`src/rtl/avalon_arbiter_if.sv`:
```
// avalon_arbiter_if: bundle of two request ports and one shared Avalon-MM slave.
// master: arbiter view (masters the shared slave); slave: environment view.
interface avalon_arbiter_if;
  logic [1:0]  m_read;
  logic [1:0]  m_write;
  logic [63:0] m_address;
  logic [7:0]  m_byteenable;
  logic [63:0] m_writedata;
  logic [63:0] m_readdata;
  logic [1:0]  m_waitrequest;
  logic        s_read;
  logic        s_write;
  logic [31:0] s_address;
  logic [3:0]  s_byteenable;
  logic [31:0] s_writedata;
  logic [31:0] s_readdata;
  logic        s_waitrequest;

  modport master (
    input  m_read,
    input  m_write,
    input  m_address,
    input  m_byteenable,
    input  m_writedata,
    output m_readdata,
    output m_waitrequest,
    output s_read,
    output s_write,
    output s_address,
    output s_byteenable,
    output s_writedata,
    input  s_readdata,
    input  s_waitrequest
  );

  modport slave (
    output m_read,
    output m_write,
    output m_address,
    output m_byteenable,
    output m_writedata,
    input  m_readdata,
    input  m_waitrequest,
    input  s_read,
    input  s_write,
    input  s_address,
    input  s_byteenable,
    input  s_writedata,
    output s_readdata,
    output s_waitrequest
  );
endinterface

```
`src/rtl/avalon_arbiter.sv`:
```
// avalon_arbiter: 2-master (0=ifetch, 1=data) to 1-slave Avalon-MM arbiter.
// Ports: clk, reset_n, bus (masters+slave), grant, timeout_err, proto_err.
module avalon_arbiter #(
  parameter int FAIR           = 1,
  parameter int TIMEOUT_CYCLES = 64
) (
  input  logic             clk,
  input  logic             reset_n,
  avalon_arbiter_if.master bus,
  output logic [1:0]       grant,
  output logic             timeout_err,
  output logic             proto_err
);

  typedef enum logic [1:0] {
    IDLE  = 2'b00,
    BUSY0 = 2'b01,
    BUSY1 = 2'b10
  } state_e;

  localparam logic [31:0] TMO      = 32'(TIMEOUT_CYCLES);
  localparam logic [15:0] STALL_MX = 16'hFFFF;

  state_e      state_q, state_d;
  logic        last_q, last_d;
  logic [15:0] stall_q, stall_d;
  logic        tmo_q, tmo_d;
  logic        perr_q, perr_d;

  logic [1:0]  req;
  logic        busy;
  logic        own;
  logic        own_req;
  logic        done;
  logic        sel_rd;
  logic        sel_wr;
  logic [31:0] sel_addr;
  logic [31:0] sel_wdata;
  logic [3:0]  sel_be;
  state_e      tie_win;

  assign req     = bus.m_read | bus.m_write;
  assign busy    = (state_q != IDLE);
  assign own     = (state_q == BUSY1);
  assign own_req = own ? req[1] : req[0];
  assign done    = busy & ~bus.s_waitrequest;

  // Round-robin hands a tie to whoever was not served last.
  assign tie_win = (FAIR != 0) ?
                   (last_q ? BUSY0 : BUSY1) :
                   BUSY1;

  always_comb begin
    sel_rd    = own ? bus.m_read[1]          : bus.m_read[0];
    sel_wr    = own ? bus.m_write[1]         : bus.m_write[0];
    sel_addr  = own ? bus.m_address[63:32]   : bus.m_address[31:0];
    sel_wdata = own ? bus.m_writedata[63:32] : bus.m_writedata[31:0];
    sel_be    = own ? bus.m_byteenable[7:4]  : bus.m_byteenable[3:0];
  end

  // Read wins when an owner raises both strobes.
  always_comb begin
    bus.s_read       = busy & sel_rd;
    bus.s_write      = busy & sel_wr & ~sel_rd;
    bus.s_address    = busy ? sel_addr  : '0;
    bus.s_byteenable = busy ? sel_be    : '0;
    bus.s_writedata  = busy ? sel_wdata : '0;
  end

  always_comb begin
    grant             = 2'b00;
    bus.m_waitrequest = 2'b11;
    bus.m_readdata    = '0;
    unique case (state_q)
      BUSY0: begin
        grant                = 2'b01;
        bus.m_waitrequest[0] = bus.s_waitrequest;
        bus.m_readdata[31:0] = bus.s_readdata;
      end
      BUSY1: begin
        grant                 = 2'b10;
        bus.m_waitrequest[1]  = bus.s_waitrequest;
        bus.m_readdata[63:32] = bus.s_readdata;
      end
      default: ;
    endcase
  end

  always_comb begin
    state_d = state_q;
    last_d  = last_q;
    unique case (state_q)
      IDLE: begin
        unique case (1'b1)
          (req == 2'b11): state_d = tie_win;
          (req == 2'b01): state_d = BUSY0;
          (req == 2'b10): state_d = BUSY1;
          default:        state_d = IDLE;
        endcase
      end
      BUSY0, BUSY1: begin
        // A dropped request abandons the slot without
        // counting as service.
        if (!own_req) begin
          state_d = IDLE;
        end else if (done) begin
          state_d = IDLE;
          last_d  = own;
        end
      end
      default: state_d = IDLE;
    endcase
  end

  always_comb begin
    stall_d = '0;
    if (busy) begin
      stall_d = stall_q;
      if (bus.s_waitrequest && stall_q != STALL_MX)
        stall_d = stall_q + 16'd1;
    end
    tmo_d  = tmo_q |
             ((TMO != 32'd0) &&
              ({16'd0, stall_d} >= TMO));
    perr_d = perr_q | (busy & sel_rd & sel_wr);
  end

  always_ff @(posedge clk or negedge reset_n) begin
    if (!reset_n) begin
      state_q <= IDLE;
      last_q  <= 1'b1;
      stall_q <= '0;
      tmo_q   <= 1'b0;
      perr_q  <= 1'b0;
    end else begin
      state_q <= state_d;
      last_q  <= last_d;
      stall_q <= stall_d;
      tmo_q   <= tmo_d;
      perr_q  <= perr_d;
    end
  end

  assign timeout_err = tmo_q;
  assign proto_err   = perr_q;

  a_grant_1h: assert property (
    @(posedge clk) disable iff (!reset_n)
    $onehot0(grant));

  a_rw_excl: assert property (
    @(posedge clk) disable iff (!reset_n)
    !(bus.s_read && bus.s_write));

endmodule

```
`src/flat_wrapper.sv`:
```
// flat-port wrapper written by rule: the top's interface ports become plain ports
module avalon_arbiter_flat 
#(
  parameter int FAIR           = 1,
  parameter int TIMEOUT_CYCLES = 64
)
  (clk, reset_n, grant, timeout_err, proto_err, bus_m_read, bus_m_write, bus_m_address, bus_m_byteenable, bus_m_writedata, bus_m_readdata, bus_m_waitrequest, bus_s_read, bus_s_write, bus_s_address, bus_s_byteenable, bus_s_writedata, bus_s_readdata, bus_s_waitrequest);
  avalon_arbiter_if bus_i ();
  input  logic clk;
  input  logic reset_n;
  output logic [1:0] grant;
  output logic timeout_err;
  output logic proto_err;
  input wire logic [$bits(bus_i.m_read)-1:0] bus_m_read;
  input wire logic [$bits(bus_i.m_write)-1:0] bus_m_write;
  input wire logic [$bits(bus_i.m_address)-1:0] bus_m_address;
  input wire logic [$bits(bus_i.m_byteenable)-1:0] bus_m_byteenable;
  input wire logic [$bits(bus_i.m_writedata)-1:0] bus_m_writedata;
  output wire logic [$bits(bus_i.m_readdata)-1:0] bus_m_readdata;
  output wire logic [$bits(bus_i.m_waitrequest)-1:0] bus_m_waitrequest;
  output wire logic [$bits(bus_i.s_read)-1:0] bus_s_read;
  output wire logic [$bits(bus_i.s_write)-1:0] bus_s_write;
  output wire logic [$bits(bus_i.s_address)-1:0] bus_s_address;
  output wire logic [$bits(bus_i.s_byteenable)-1:0] bus_s_byteenable;
  output wire logic [$bits(bus_i.s_writedata)-1:0] bus_s_writedata;
  input wire logic [$bits(bus_i.s_readdata)-1:0] bus_s_readdata;
  input wire logic [$bits(bus_i.s_waitrequest)-1:0] bus_s_waitrequest;
  assign bus_i.m_read = bus_m_read;
  assign bus_i.m_write = bus_m_write;
  assign bus_i.m_address = bus_m_address;
  assign bus_i.m_byteenable = bus_m_byteenable;
  assign bus_i.m_writedata = bus_m_writedata;
  assign bus_m_readdata = bus_i.m_readdata;
  assign bus_m_waitrequest = bus_i.m_waitrequest;
  assign bus_s_read = bus_i.s_read;
  assign bus_s_write = bus_i.s_write;
  assign bus_s_address = bus_i.s_address;
  assign bus_s_byteenable = bus_i.s_byteenable;
  assign bus_s_writedata = bus_i.s_writedata;
  assign bus_i.s_readdata = bus_s_readdata;
  assign bus_i.s_waitrequest = bus_s_waitrequest;
  avalon_arbiter #(.FAIR(FAIR), .TIMEOUT_CYCLES(TIMEOUT_CYCLES)) u_core (.clk(clk), .reset_n(reset_n), .bus(bus_i), .grant(grant), .timeout_err(timeout_err), .proto_err(proto_err));
endmodule
```
`config.mk`:
```
export PLATFORM = sky130hd
export DESIGN_NAME = avalon_arbiter_flat
export DESIGN_NICKNAME = d
export VERILOG_FILES = /design/src/rtl/avalon_arbiter_if.sv /design/src/rtl/avalon_arbiter.sv /design/src/flat_wrapper.sv
export SDC_FILE = /design/constraint.sdc
export NUM_CORES = 1
export LEC_CHECK = 0
export CORE_AREA = 2 2 121 123
export CTS_CLUSTER_DIAMETER = 60
export DETAILED_ROUTE_END_ITERATION = 12
export DIE_AREA = 0 0 123 125
export GPL_ROUTABILITY_DRIVEN = 0
export MAX_ROUTING_LAYER = met4
export PLACE_DENSITY = 0.59
export RECOVER_POWER = 100
export SETUP_SLACK_MARGIN = 0.3
export SLEW_MARGIN = 15
export SYNTH_ARGS = -nofsm -noshare
export SYNTH_HDL_FRONTEND = slang
export SYNTH_SLANG_ARGS = --single-unit
```
`constraint.sdc`:
```
create_clock -name clk -period 2.6 [get_ports clk]
set_input_delay 0.52 -clock clk [delete_from_list [all_inputs] [get_ports clk]]
set_output_delay 0.52 -clock clk [all_outputs]
set_load 0.1 [all_outputs]
```
==> impl_metrics.py, run 1 <==
metrics = {
    "critical_path": {
        "crit_fanout": 5,
        "arrival_ns": 1.90,
        "critPathKind": "reg -> out",
        "critPathRequiredTime_ns": 2.08,
        "cp-start-kind": "flip-flop",
        "end_kind": "primary output",
    },
    "pwr": {
        "ir_drop_mv": 1.02,
        "power_frac_comb": 0.941,
        "p_sw_frac": 0.626,
        "p_seq_frac": 0.032,
        "clkPwrFrac": 0.027,
        "power.density_nw_per_um2": 1460,
        "power.leakage_nw": 3.24,
        "p_switching_mw": 7.56,
        "power.internal_mw": 4.51,
        "total_power_mw": 12.1,
    },
    "routing": {
        "drt_iter0_drc": 111,
        "wl_met1_um": 6030,
        "wl_met2_um": 9430,
        "wl_per_cell_um": 19.4,
        "ant_nets": 0,
        "drc": 0,
        "viasPerCell": 4.51,
        "via_count": 3997,
        "firstDrtPassIters": 4,
        "wl_met3_um": 1450,
        "finalWirelength_um": 17200,
        "dr.max_layer_used": "met4",
    },
    "die": {
        "start_util": 0.192,
        "ios": 315,
        "die_h_um": 125,
        "chipWidth_um": 123,
        "rows": 44,
        "dieArea_um2": 15400,
        "core_area_um2": 14200,
    },
    "hold_path": {
        "hp-class": "reg -> reg",
    },
    "global_routing": {
        "antenna_found_initial": 1,
        "grt.total_usage": 0.221,
        "grt_pass1_wl_um": 25200,
        "grt_max_degree": 34,
        "first_global_vias": 4389,
        "gr-total-overflow": 0,
    },
    "clock_network": {
        "h-tree-depth": 1,
        "clock_path_buffers": 2,
        "numCtsBuffers": 3,
        "clkTransAtPathRegs_ns": 0.05,
        "clkLatencyLatePin_ns": 0.25,
        "tritoncts": "yes",
        "clkSinkCount": 21,
        "hold_buffers": 0,
        "root_buffer": "clkbuf_16",
    },
    "yosys": {
        "ys_types": 43,
        "synth_edf_count": 0,
        "mappedNetlistArea_um2": 2730,
        "ys_warn_count": 0,
        "syn_inst": 366,
        "seq_area_frac_synth": 0.193,
        "synth-seq-cells": 21,
        "ys_dominant_reg_cell": "dfrtp_1",
        "synth.avg_cell_area_um2": 7.45,
        "async_flop_share": 1.00,
        "synth_nets": 546,
    },
    "layout": {
        "final_area_um2": 8250,
        "fillers": 1182,
        "regArea_um2": 527,
        "drive_above_1_share": 0.450,
        "multiInputGateArea_um2": 2870,
        "num-nets-final": 883,
        "fin_util": 0.581,
        "syn_to_final_growth_pct": 203,
    },
    "sta": {
        "worst_slew_pin_slew_ns": 1.21,
        "fmax_ghz": 0.413,
        "drv_slew": 0,
        "fin_skew_ns": 0.00193,
        "finalCritPeriodShare": 0.931,
        "hold_viol": 0,
        "grt_setup_unrepaired": "true",
        "max_slew_margin": 0.195,
        "finalSetupViolCount": 0,
        "worst_slack_ns": 0.181,
        "period_minus_slack_ns": 2.42,
    },
    "placed_design": {
        "pre_cts_slack_ns": -0.206,
        "dpl_cell_area_um2": 8120,
        "dpl.hpwl_um": 13700,
        "io_buffers": 314,
    },
    "run": {
        "cap_violations": 0,
    },
    "outcome": {
        "status": "complete, no violations",
    },
}
## cell families after synthesis
group / Yosys count / synth area share
xor gates and xnor gates: 12 / 0.0386
DFF: 21 / 0.193
buffers and inverters: 32 / 0.0514
and+or+nand+nor: 201 / 0.368
AOI/OAI and AO/OA: 22 / 0.0555
adders and majority gates: 5 / 0.0229
muxes: 73 / 0.270
## path summary, 6_finish.rpt
kind	from	end	slack, ns	cells after the start
max	u_core.state_q[1]	bus_s_address[6]	0.18	7
min	u_core.proto_err	u_core.proto_err	0.48	1
max reg2reg	u_core.stall_q[1]	u_core.timeout_err	0.27	7
min reg2reg	u_core.proto_err	u_core.proto_err	0.48	1
max in group asynchronous	reset_n	u_core.state_q[0]	0.93	2
min in group asynchronous	reset_n	u_core.stall_q[0]	1.00	2
## placed cells by master, fill, tap and decap left out, drive strengths merged, types with 2 or more instances in the layout
| cell type | netlist | routed |
|---|---|---|
| mux2i | 71 | 71 |
| nand2 | 12 | 12 |
| buf | 13 | 141 |
| ha | 5 | 5 |
| dfrtp | 20 | 20 |
| clkdlybuf4s50 | 0 | 170 |
| a21oi | 2 | 2 |
| xor2 | 9 | 9 |
| nand3 | 9 | 9 |
| a211oi | 2 | 2 |
| nand2b | 2 | 2 |
| nor3 | 3 | 3 |
| xnor2 | 3 | 3 |
| or4 | 2 | 2 |
| and2 | 68 | 68 |
| mux2 | 2 | 2 |
| clkbuf | 15 | 48 |
| nor2 | 90 | 90 |
| nand4 | 7 | 7 |
| a31oi | 3 | 3 |
| and4 | 2 | 2 |
| dlymetal6s2s | 0 | 2 |
| inv | 4 | 4 |
| o21ai | 6 | 6 |
## cell type report
cell class / instances / area share
multi-input combinational: 313 / 0.348
sequential: 21 / 0.0638
clock buffer: 4 / 0.00955
tap: 184 / 0.0279
inverter: 4 / 0.00182
timing repair buffer: 360 / 0.549
antenna: 1 / 0.000303
## critical path, stage by stage, from the launching register on
cell and delay [ns]:
dfrtp_1 0.41, ha_4 0.19, buf_12 0.14, buf_12 0.14
buf_16 0.14, mux2i_4 0.19, nor2_4 0.09, clkbuf_4 0.33
## what timing repair did
item                                    in CTS  in global routing
endpoints found under the setup margin      92                103
cloned                                       4                  0
setup buffers                               11                  9
gates resized for setup                    106                 62
pin swaps                                   22                  7
## metrics by stage
stage / std cells / setup TNS (ns) / hold slack [ns]
2_1_floorplan: 366 / 0 / 0.224
3_3_place_gp: 858 / -0.119 / 0.474
3_5_place_dp: 858 / -0.206 / 0.473
4_1_cts: 877 / 0 / 0.493
5_1_grt: 887 / 0 / 0.516
6_report: 887 / 0 / 0.477
## state kept, by name (all words and copies together) (netlist names)
signal	flops
u_core.last_q	1
u_core.state_q	2
u_core.timeout_err	1
u_core.stall_q	16
u_core.proto_err	1
## synthesized netlist by cell type (all sizes together) (2+ instances only)
master,n,area share
nand2,12,0.017
ha,5,0.023
a31oi,3,0.0069
buf,13,0.025
a21oi,2,0.0037
o21ai,6,0.011
nor2,90,0.12
inv,4,0.0055
xnor2,3,0.0096
and4,2,0.0064
a211oi,2,0.0055
or4,2,0.0055
dfrtp,20,0.18
nand2b,2,0.0046
mux2,2,0.0096
nor3,3,0.0055
mux2i,71,0.26
nand4,7,0.016
and2,68,0.16
xor2,9,0.029
nand3,9,0.017
clkbuf,15,0.021
## power by group through the flow
| stage | sequential (mW) | combinational [mW] | clock, mW |
|---|---|---|---|
| floorplan | 0.396 | 7.18 | 0 |
| global placement | 0.397 | 11.0 | 0 |
| detailed placement | 0.399 | 11.1 | 0 |
| CTS | 0.393 | 12.2 | 0.327 |
| global route | 0.397 | 11.7 | 0.347 |
| finish | 0.391 | 11.4 | 0.322 |
## metal layers
layer / global-route usage / vias to the layer above
li1: - / 1917
met1: 0.233 / 1864
met2: 0.413 / 200
met3: 0.0497 / 16
met4: 0.0448 / 0
met5: - / -
(Power assumes the default switching activity.)
==> run 2, diff against run 1 <==
- CTS_BUF_LIST: default -> sky130_fd_sc_hd__clkbuf_4 sky130_fd_sc_hd__clkbuf_8 sky130_fd_sc_hd__clkbuf_16
==> impl_metrics.py, run 2 (same netlist as run 1, synthesis figures left out) <==
metrics = {
    "outcome": {
        "status": "complete, no violations",
    },
    "placed_design": {
        "dpl_cell_area_um2": 8120,
        "dpl.hpwl_um": 13700,
        "dp_cells": 858,
        "io_buffers": 314,
    },
    "clock_network": {
        "clkLatencyLatePin_ns": 0.25,
        "numCtsBuffers": 3,
        "tritoncts": "yes",
        "clock_path_buffers": 2,
        "h-tree-depth": 1,
        "clkSinkCount": 21,
        "clkTransAtPathRegs_ns": 0.05,
        "root_buffer": "clkbuf_16",
    },
    "routing": {
        "wl_per_cell_um": 19.4,
        "viasPerCell": 4.50,
        "finalWirelength_um": 17200,
        "drt_iter0_drc": 115,
        "drc": 0,
        "via_count": 3991,
        "firstDrtPassIters": 4,
        "ant_nets": 0,
    },
    "pwr": {
        "power_frac_comb": 0.940,
        "ir_drop_mv": 1.02,
        "power.internal_mw": 4.53,
        "p_sw_frac": 0.625,
        "total_power_mw": 12.1,
        "clkPwrFrac": 0.027,
        "power.leakage_nw": 3.24,
        "p_seq_frac": 0.032,
        "p_switching_mw": 7.56,
        "power.density_nw_per_um2": 1460,
    },
    "die": {
        "chipWidth_um": 123,
        "die_h_um": 125,
        "dieArea_um2": 15400,
        "ios": 315,
        "core_area_um2": 14200,
        "rows": 44,
        "start_util": 0.192,
    },
    "critical_path": {
        "critPathKind": "reg -> out",
        "crit_fanout": 5,
        "critPathRequiredTime_ns": 2.08,
        "critPathSlowestCell": "dfrtp_1",
        "rr_worst_depth": 6,
        "end_kind": "primary output",
        "cpPeakStageDelay_ns": 0.41,
        "worstPathCellList": "ha_4 > buf_12 > buf_12 > buf_16 > mux2i_4 > nor2_4 > clkbuf_4",
        "cp-start-kind": "flip-flop",
        "path_common_cell": "buf_12",
        "arrival_ns": 1.90,
    },
    "sta": {
        "finalCritPeriodShare": 0.930,
        "drv_slew": 0,
        "fin_skew_ns": 0.00169,
        "finalSetupViolCount": 0,
        "period_minus_slack_ns": 2.42,
        "grt_setup_unrepaired": "true",
        "hold_viol": 0,
        "fmax_ghz": 0.413,
        "worst_slew_pin_slew_ns": 1.21,
        "max_slew_margin": 0.195,
    },
    "global_routing": {
        "grt_max_degree": 34,
        "met3_usage": 0.0497,
        "grt.total_usage": 0.221,
        "grt-busiest-layer": "met2",
        "met2_usage": 0.413,
        "antenna_found_initial": 1,
        "grt_pass1_wl_um": 25200,
        "grtUsageMet1": 0.233,
        "first_global_vias": 4389,
        "gr-total-overflow": 0,
    },
    "layout": {
        "num-nets-final": 883,
        "largest_registers": "u_core.stall_q x16, u_core.state_q x2",
        "final_cells": 887,
        "final_area_um2": 8260,
        "mostFrequentLayoutCells": "clkdlybuf4s50_1, buf_12, nor2_4",
        "final_common_cell": "clkdlybuf4s50_1",
        "drive_above_1_share": 0.452,
        "largest_register": "u_core.stall_q",
        "largest_register_ffs": 16,
        "syn_to_final_growth_pct": 203,
    },
    "hold_path": {
        "hold_depth": 1,
        "hp-class": "reg -> reg",
    },
    "run": {
        "cap_violations": 0,
    },
}
[run 2: cell counts in the layout (fill, tap and decap cells not counted)]
No cell type changed its count.
[run 2: area by class of cell]
type,count,area (um^2)
inverter,4,15.0
fill,1182,5950
tap,184,230
timing repair buffer,360,4530
antenna,1,2.50
sequential,21,527
clock buffer,4,82.6
multi-input combinational,313,2870
[run 2: layer usage]
layer	routed length [um]	vias to the layer above
li1	-	1917
met1	6030	1863
met2	9420	195
met3	1450	16
met4	263	0
met5	0	-
[run 2: path summary, 6_finish.rpt]
check,start,to,slack [ns]
max,u_core.state_q[1],bus_s_address[6],0.18
min,u_core.proto_err,u_core.proto_err,0.48
max reg2reg,u_core.stall_q[11],u_core.timeout_err,0.28
min reg2reg,u_core.proto_err,u_core.proto_err,0.48
max in group asynchronous,reset_n,u_core.state_q[0],0.92
min in group asynchronous,reset_n,u_core.stall_q[0],1.01
[run 2: stage by stage]
stage	setup TNS [ns]	utilization	hold WS [ns]	setup slack (ns)
floorplan	0	-	0.224	0.291
global placement	-0.119	0.572	0.474	-0.119
detailed placement	-0.206	0.572	0.473	-0.206
CTS	0	0.631	0.493	0.277
global route	0	0.581	0.516	0.0976
finish	0	0.581	0.477	0.181
[run 2: repair_timing]
action,CTS,global route
pin swaps,22,7
hold buffers,0,0
setup endpoints to repair,92,103
buffers inserted,11,9
gates cloned,4,0
resized for setup,106,62
[run 2: worst max-delay path: cells and delay by family, from the launching register on]
kind	cells	cell delay, ns
adders and majority gates	1	0.19
and+or+nand+nor	1	0.09
buffers and inverters	4	0.75
muxes	1	0.19
DFF	1	0.41
[run 2: power by group through the flow]
| stage | logic [mW] | clock network (mW) | registers (mW) |
|---|---|---|---|
| 4_1_cts | 12.2 | 0.337 | 0.393 |
| 6_report | 11.4 | 0.332 | 0.391 |
| 5_1_grt | 11.7 | 0.357 | 0.397 |
| 3_5_place_dp | 11.1 | 0 | 0.399 |
| 3_3_place_gp | 11.0 | 0 | 0.397 |
| 2_1_floorplan | 7.18 | 0 | 0.396 |
==> run 3, diff against run 2 <==
- PLACE_DENSITY: 0.59 -> default
==> impl_metrics.py, run 3 (same netlist as run 1, synthesis figures left out) <==
metrics = {
    "clock_network": {
        "root_buffer": "clkbuf_16",
        "clock_path_buffers": 2,
        "clkTransAtPathRegs_ns": 0.06,
        "tritoncts": "yes",
        "h-tree-depth": 1,
        "clkSinkCount": 21,
        "hold_buffers": 0,
        "clkLatencyLatePin_ns": 0.26,
        "numCtsBuffers": 3,
    },
    "pwr": {
        "p_sw_frac": 0.620,
        "p_seq_frac": 0.032,
        "power.density_nw_per_um2": 1470,
        "p_switching_mw": 7.62,
        "power.internal_mw": 4.67,
        "clkPwrFrac": 0.027,
        "total_power_mw": 12.3,
        "power.leakage_nw": 3.24,
        "ir_drop_mv": 1.10,
        "power_frac_comb": 0.942,
    },
    "sta": {
        "grt_setup_unrepaired": "true",
        "worst_slew_pin_slew_ns": 1.20,
        "drv_slew": 0,
        "hold_viol": 0,
        "fmax_ghz": 0.413,
        "finalSetupViolCount": 0,
        "fin_skew_ns": 0.00131,
        "max_slew_margin": 0.202,
        "period_minus_slack_ns": 2.42,
        "worst_slack_ns": 0.177,
        "finalCritPeriodShare": 0.932,
        "fin_tns_setup_ns": 0,
    },
    "routing": {
        "finalWirelength_um": 17000,
        "via_count": 4033,
        "ant_nets": 0,
        "firstDrtPassIters": 4,
        "drt_iter0_drc": 170,
        "wl_per_cell_um": 19.3,
        "viasPerCell": 4.57,
        "drc": 0,
    },
    "layout": {
        "diodes": 0,
        "final_cells": 883,
        "drive_above_1_share": 0.443,
        "num-nets-final": 880,
        "largest_registers": "u_core.stall_q x16, u_core.state_q x2",
        "largest_register_ffs": 16,
        "final_common_cell": "clkdlybuf4s50_1",
        "fin_util": 0.588,
        "mostFrequentLayoutCells": "clkdlybuf4s50_1, buf_12, nor2_4",
        "syn_to_final_growth_pct": 206,
        "largest_register": "u_core.stall_q",
    },
    "global_routing": {
        "grt.total_usage": 0.215,
        "grt_pass1_wl_um": 24700,
        "grt_max_degree": 34,
        "first_global_vias": 4278,
        "gr-total-overflow": 0,
        "antenna_found_initial": 0,
    },
    "hold_path": {
        "hold_depth": 1,
        "hp-class": "reg -> reg",
    },
    "critical_path": {
        "arrival_ns": 1.90,
        "critPathKind": "reg -> out",
        "rr_worst_depth": 7,
        "critPathRequiredTime_ns": 2.08,
        "cp-start-kind": "flip-flop",
        "end_kind": "primary output",
        "crit_fanout": 14,
    },
    "outcome": {
        "status": "complete, no violations",
    },
    "die": {
        "dieArea_um2": 15400,
        "die_h_um": 125,
        "rows": 44,
        "core_area_um2": 14200,
        "chipWidth_um": 123,
        "ios": 315,
        "start_util": 0.192,
    },
    "placed_design": {
        "pre_cts_slack_ns": -0.188,
        "io_buffers": 314,
        "dpl.hpwl_um": 13100,
        "dp_cells": 855,
    },
    "run": {
        "cap_violations": 0,
    },
}
==> run 3: cell types whose count changed in the layout (fill, tap and decap cells not counted), sizes merged <==
cell	change
dlymetal6s2s	-2
clkdlybuf4s50	+2
bufbuf	-1
clkbuf	+9
buf	-12
diode	-1
clkinv	+1
==> run 3: layer usage <==
layer | up-vias | GRT usage | wire, um
met2 | 223 | 0.393 | 9310
met3 | 31 | 0.0452 | 1280
li1 | 1906 | - | -
met1 | 1873 | 0.228 | 5900
met4 | 0 | 0.0675 | 539
met5 | - | - | 0
==> run 3: power groups by stage <==
stage | registers, mW | clock network, mW | logic [mW]
floorplan | 0.396 | 0 | 7.18
global placement | 0.397 | 0 | 11.0
detailed placement | 0.400 | 0 | 11.1
CTS | 0.388 | 0.335 | 12.1
global route | 0.392 | 0.348 | 11.9
finish | 0.389 | 0.329 | 11.6
==> run 3: through the flow <==
stage          hold slack, ns  cell area [um^2]
2_1_floorplan           0.224              3340
3_3_place_gp            0.466              8120
3_5_place_dp            0.468              8120
4_1_cts                 0.490              8820
5_1_grt                 0.496              8350
6_report                0.481              8350
==> run 3: worst max-delay path, stage by stage (launching register included) <==
cell and delay [ns]:
dfrtp_1 0.42, ha_4 0.21, buf_12 0.14, buf_16 0.14, o32a_1 0.32, nor2_4 0.08, clkbuf_4 0.33
==> run 3: final timing paths <==
path | from | end | slack (ns)
worst max-delay path | u_core.state_q[1] | bus_s_write | 0.18
worst min-delay path | u_core.proto_err | u_core.proto_err | 0.48
worst max register to register | u_core.stall_q[1] | u_core.timeout_err | 0.26
worst min register to register | u_core.proto_err | u_core.proto_err | 0.48
max in group asynchronous | reset_n | u_core.state_q[0] | 0.88
min in group asynchronous | reset_n | u_core.stall_q[0] | 1.02
==> run 3: layout make-up <==
type | count | area, um^2
Clock buffer | 3 | 75.1
Tap cell | 184 | 230
Multi-Input combinational cell | 313 | 2850
Sequential cell | 21 | 527
Clock inverter | 1 | 5.00
Inverter | 4 | 15.0
Fill cell | 1185 | 5860
Timing Repair Buffer | 357 | 4650
==> run 3: repair_timing <==
action	CTS	global route
gates cloned	7	4
gates resized for setup	78	61
pin swaps	6	5
endpoints found under the setup margin	71	122
buffers inserted	11	2
